==> src/rtl/fifo_push_arb.sv <==
// Two-requester round-robin push arbiter in front of a FIFO, with a flush/recover sequencer.
// Define FIFO_PUSH_ARB_STATS_EN to build the saturating Push_Count/Stall_Count statistics.
module fifo_push_arb #(
  parameter int DATA_WIDTH   = 18,
  parameter int FLUSH_CYCLES = 4
) (
  input  logic                  Clk,
  input  logic                  Rst_n,
  input  logic                  Req0,
  input  logic [DATA_WIDTH-1:0] Din0,
  output logic                  Gnt0,
  input  logic                  Req1,
  input  logic [DATA_WIDTH-1:0] Din1,
  output logic                  Gnt1,
  input  logic                  Flush_Req,
  output logic                  Flush_Done,
  output logic                  Busy,
  output logic                  PUSH,
  output logic [DATA_WIDTH-1:0] DIN,
  output logic                  Fifo_Push_Flush,
  input  logic [3:0]            PUSH_FLAG,
  input  logic                  Almost_Full,
  output logic [15:0]           Push_Count,
  output logic [15:0]           Stall_Count
);

  typedef enum logic [1:0] {RUN, FLUSH, RECOVER} state_t;

  state_t                state, state_nxt;
  logic [3:0]            cnt, cnt_nxt;
  logic                  rr_ptr;   // 1 = requester 1 wins the next tie
  logic                  push_q;
  logic [DATA_WIDTH-1:0] din_q;
  logic                  done_q, done_nxt;
  logic                  space, gnt0, gnt1;

  // Almost_Full lags the push just made, so a push last cycle consumes the final slot.
  assign space = (PUSH_FLAG != 4'h0) && !(Almost_Full && push_q);

  always_comb begin
    state_nxt = state;
    cnt_nxt   = cnt;
    gnt0      = 1'b0;
    gnt1      = 1'b0;
    done_nxt  = 1'b0;
    case (state)
      RUN: begin
        if (Flush_Req) begin
          state_nxt = FLUSH;
          cnt_nxt   = 4'd0;
        end else if (space) begin
          gnt0 = Req0 && (!Req1 || !rr_ptr);
          gnt1 = Req1 && (!Req0 || rr_ptr);
        end
      end
      FLUSH: begin
        if (cnt == 4'(FLUSH_CYCLES - 1)) begin
          state_nxt = RECOVER;
          cnt_nxt   = 4'd0;
        end else begin
          cnt_nxt = cnt + 4'd1;
        end
      end
      RECOVER: begin
        if (cnt == 4'd1) begin
          state_nxt = RUN;
          cnt_nxt   = 4'd0;
          done_nxt  = 1'b1;
        end else begin
          cnt_nxt = cnt + 4'd1;
        end
      end
      default: begin
        state_nxt = RUN;
        cnt_nxt   = 4'd0;
      end
    endcase
  end

  always_ff @(posedge Clk or negedge Rst_n) begin
    if (!Rst_n) begin
      state  <= RUN;
      cnt    <= 4'd0;
      rr_ptr <= 1'b0;
      push_q <= 1'b0;
      din_q  <= '0;
      done_q <= 1'b0;
    end else begin
      state  <= state_nxt;
      cnt    <= cnt_nxt;
      push_q <= gnt0 | gnt1;
      done_q <= done_nxt;
      if (gnt0) begin
        rr_ptr <= 1'b1;
        din_q  <= Din0;
      end else if (gnt1) begin
        rr_ptr <= 1'b0;
        din_q  <= Din1;
      end
    end
  end

  // Grants are combinational, so gate them with reset to keep them quiet while held in reset.
  assign Gnt0            = gnt0 & Rst_n;
  assign Gnt1            = gnt1 & Rst_n;
  assign PUSH            = push_q;
  assign DIN             = din_q;
  assign Flush_Done      = done_q;
  assign Busy            = (state != RUN);
  assign Fifo_Push_Flush = (state == FLUSH);

`ifdef FIFO_PUSH_ARB_STATS_EN
  logic [15:0] push_cnt, stall_cnt;

  always_ff @(posedge Clk or negedge Rst_n) begin
    if (!Rst_n) begin
      push_cnt  <= 16'd0;
      stall_cnt <= 16'd0;
    end else begin
      if (push_q && push_cnt != 16'hFFFF)
        push_cnt <= push_cnt + 16'd1;
      if (state == RUN && (Req0 || Req1) && !(gnt0 || gnt1) && stall_cnt != 16'hFFFF)
        stall_cnt <= stall_cnt + 16'd1;
    end
  end

  assign Push_Count  = push_cnt;
  assign Stall_Count = stall_cnt;
`else
  assign Push_Count  = 16'd0;
  assign Stall_Count = 16'd0;
`endif

endmodule

==> config.mk <==
export PLATFORM = sky130hd
export DESIGN_NAME = fifo_push_arb
export DESIGN_NICKNAME = d
export VERILOG_FILES = /design/src/rtl/fifo_push_arb.sv
export SDC_FILE = /design/constraint.sdc
export NUM_CORES = 1
export LEC_CHECK = 0
export CORE_ASPECT_RATIO = 0.8
export CORE_UTILIZATION = 42
export CTS_BUF_LIST = sky130_fd_sc_hd__clkbuf_8
export DETAILED_ROUTE_END_ITERATION = 7
export PLACE_DENSITY = 0.89
export SYNTH_ARGS = -nofsm -noshare
export SYNTH_HDL_FRONTEND = slang
export SYNTH_SLANG_ARGS = --single-unit
==> constraint.sdc <==
create_clock -name Clk -period 4.1 [get_ports Clk]
set_clock_uncertainty 0.1 [all_clocks]
set_input_delay 0.82 -clock Clk [delete_from_list [all_inputs] [get_ports Clk]]
set_output_delay 0.82 -clock Clk [all_outputs]
set_load 0.03 [all_outputs]
==> summary.md <==
| Metric | Value |
|---|---|
| Max frequency | 266 MHz |
| Async set or reset register ratio after synthesis | 100% |
| Final Max Tran Viols | 0 |
| Post-CTS Setup Inserts | 0 |
| Detailed-route wire length | 3290 um |
| Clock Latency Late Sink | 260 ps |
| Number of diodes | 0 |
| Top delay family on crit path | buffers and inverters |
| RSZ-0062 raised after global routing | false |
| Register area share after synthesis | 39.5% |
| Relative slew slack | 56.6% |
| Crit-path slowest cell | clkdlybuf4s50_1 |
| Drt drc | 0 |
| ANT nets after route | 0 |
| WP data required | 3180 ps |
| Cells after Synth | 168 |
| Syn_area_per_cell | 10.2 um2 |
| Final Cycle Share | 91.6% |
| First-pass GRT wire length | 5090 um |
| Clock sink count | 27 |
| Worst-path clk slew | 90 ps |
| Rows | 20 |
| PostCTS Resize Cnt | 0 |
| EDFF count, synth | 0 |
| Top cells by count, synth | buf_4, dfrtp_1, nor2_1 |
| Share of cells above drive strength 1 | 10.1% |
| Setup WS pre-CTS | 328 ps |
| Initial Util | 44.4% |
| Top cells by area, synth | dfrtp_1, buf_4, mux2i_1 |
| Critical path data arrival time | 2840 ps |
| Pwr/cell area | 619 mW/mm2 |
| Most frequent cell after synthesis | buf_4 |
| CP max stage delay | 600 ps |
| Dpl cells | 289 |
| Yosys cell types | 32 |
| Ys flop type | dfrtp_1 |
| WS Path Type | in2out |
| Total iterations of the first detailed-routing run | 4 |
| Leakage | 1.06 nW |
| CTS H-tree depth | 1 |
| CP Launch Type | input pin |
| Clock Tree Buf Depth | 2 |
| Setup ws final | 343 ps |
| Final layout net count | 292 |
| WP buf/inv | 2 |
| Top cell by count, worst path | clkdlybuf4s50_1 |
| Worst min-delay path class | reg2reg |
| #FFs+latches synth | 27 |
| Cell Area, Synth | 0.00171 mm2 |
| Congestion Overflow GR | 0 |
| Final min period | 3760 ps |
| CP Capture Type | output pin |
| Peak supply drop | 341 uV |
| Drt initial violations | 56 |
| CTS tree | yes |
| Total track usage | 15.6% |
| Root Driver | clkbuf_8 |
| CP cell instances | clkdlybuf4s50_1 > nor4_1 > a211oi_1 > and3_1 > clkdlybuf4s50_1 |
| Non-filler cells, final | 293 |
| Buffers on Ports | 69 |
| Layout area overhead | 38.6% |
| Top cell type's share of synthesized area | 39.5% |
| TritonCTS buffer count | 3 |
| Yosys Warn Count | 0 |
| Yosys top cell by area | dfrtp_1 |
| Hpwl dp | 2660 um |
| WL/cell | 11.2 um |
| Io pins | 102 |
| Worst-Margin Slew | 645 ps |
| Worst hold slack | 420 ps |
| Number of global-route vias before repair | 1190 |
| Post-layout util | 61.6% |
| Fillers | 354 |
| DR vias | 1301 |
| Die area | 0.00434 mm2 |
| Vert. Die Dim | 59.1 um |
| Crit-path max FO | 4 |
| Routed vias/inst | 4.44 |
| # hold bufs at CTS | 0 |
| Status | complete, no violations |
| Die X | 73.4 um |
| Max Cap Violations | 0 |
| Antenna violations before repair | 0 |
| Final Hold Viols | 0 |
| # setup viols final | 0 |
| Core Footprint | 0.00385 mm2 |
| Setup_tns | 0 ps |
| Placer Congestion | 0.833 |
| Largest net degree at the start of global routing | 35 |
## worst paths after layout
check | to | cells past startpoint | start | slack [ps]
worst min register to register | DIN[14] | 2 | DIN[14] | 420
min in group asynchronous | DIN[10] | 2 | Rst_n | 920
worst max register to register | DIN[4] | 7 | state[0] | 2020
max in group asynchronous | DIN[7] | 2 | Rst_n | 2720
worst min-delay path | DIN[14] | 2 | DIN[14] | 420
worst max-delay path | Gnt0 | 5 | PUSH_FLAG[1] | 340
## routing by layer
| layer | part of all wire [%] | GRT usage (%) | wire, um |
|---|---|---|---|
| met1 | 40 | 17.9 | 1330 |
| met2 | 52 | 28.8 | 1720 |
| met3 | 7.4 | 5.10 | 243 |
| met5 | 0 | 0 | 0 |
| met4 | 0 | 2.47 | 0 |
## through the flow
step / power [mW] / area, um2
after floorplan: 1.04 / 1830
after global placement: 1.31 / 2330
after detailed placement: 1.34 / 2330
after CTS: 1.48 / 2370
after global routing: 1.57 / 2370
final: 1.47 / 2370
## sequential cells by signal, summed over array words and instances (netlist names)
| name | flops |
|---|---|
| PUSH | 1 |
| state | 2 |
| DIN | 18 |
| cnt | 4 |
| rr_ptr | 1 |
| Flush_Done | 1 |
## logic make-up after synthesis
family	after synthesis	share of synthesized area, %
buffers and inverters	43	17.9
multiplexers	20	11.8
flip-flops	27	39.5
other	1	0.219
AO/OA/AOI/OAI	34	14.8
adder cells (fa/ha/maj)	7	5.12
AND/OR/NAND/NOR	36	10.6
## layout make-up
type	instances	area [um2]	area share [%]
Sequential cell	27	676	28.5
Inverter	6	22.5	0.949
Clock inverter	1	3.75	0.158
Clock buffer	3	41.3	1.74
Multi-Input combinational cell	129	850	35.8
Tap cell	55	68.8	2.90
Timing Repair Buffer	72	711	30.0
## placed cells by master, fill, tap and decap left out, drive strengths merged
cell type	netlist	final
nand2	2	2
mux2	2	2
o21ai	3	3
and3	2	2
o22a	1	1
ha	7	7
clkbuf	0	3
or4	1	1
o2111a	1	1
nor2b	3	3
a21o	1	1
clkdlybuf4s50	0	68
o22ai	1	1
a211oi	1	1
buf	37	4
nor4b	1	1
o31ai	1	1
dfrtp	27	27
and2b	1	1
a2111oi	1	1
nor3	1	1
nor4	1	1
mux2i	18	18
nor2	21	21
conb	1	32
a21oi	23	23
nand2b	1	1
or3	1	1
nand3	1	1
inv	6	7
a31oi	1	1
## power by group
| group | internal [mW] | switching [mW] | total, mW |
|---|---|---|---|
| clock network | 0.0670 | 0.0773 | 0.144 |
| registers | 0.377 | 0.0668 | 0.444 |
| logic | 0.376 | 0.504 | 0.880 |
| total | 0.820 | 0.649 | 1.47 |
## worst min-delay path, stage by stage (launching register included)
cell and delay [ps]:
dfrtp_1 350, nor2_1 50, a21oi_2 80
(Power assumes the default switching activity.)
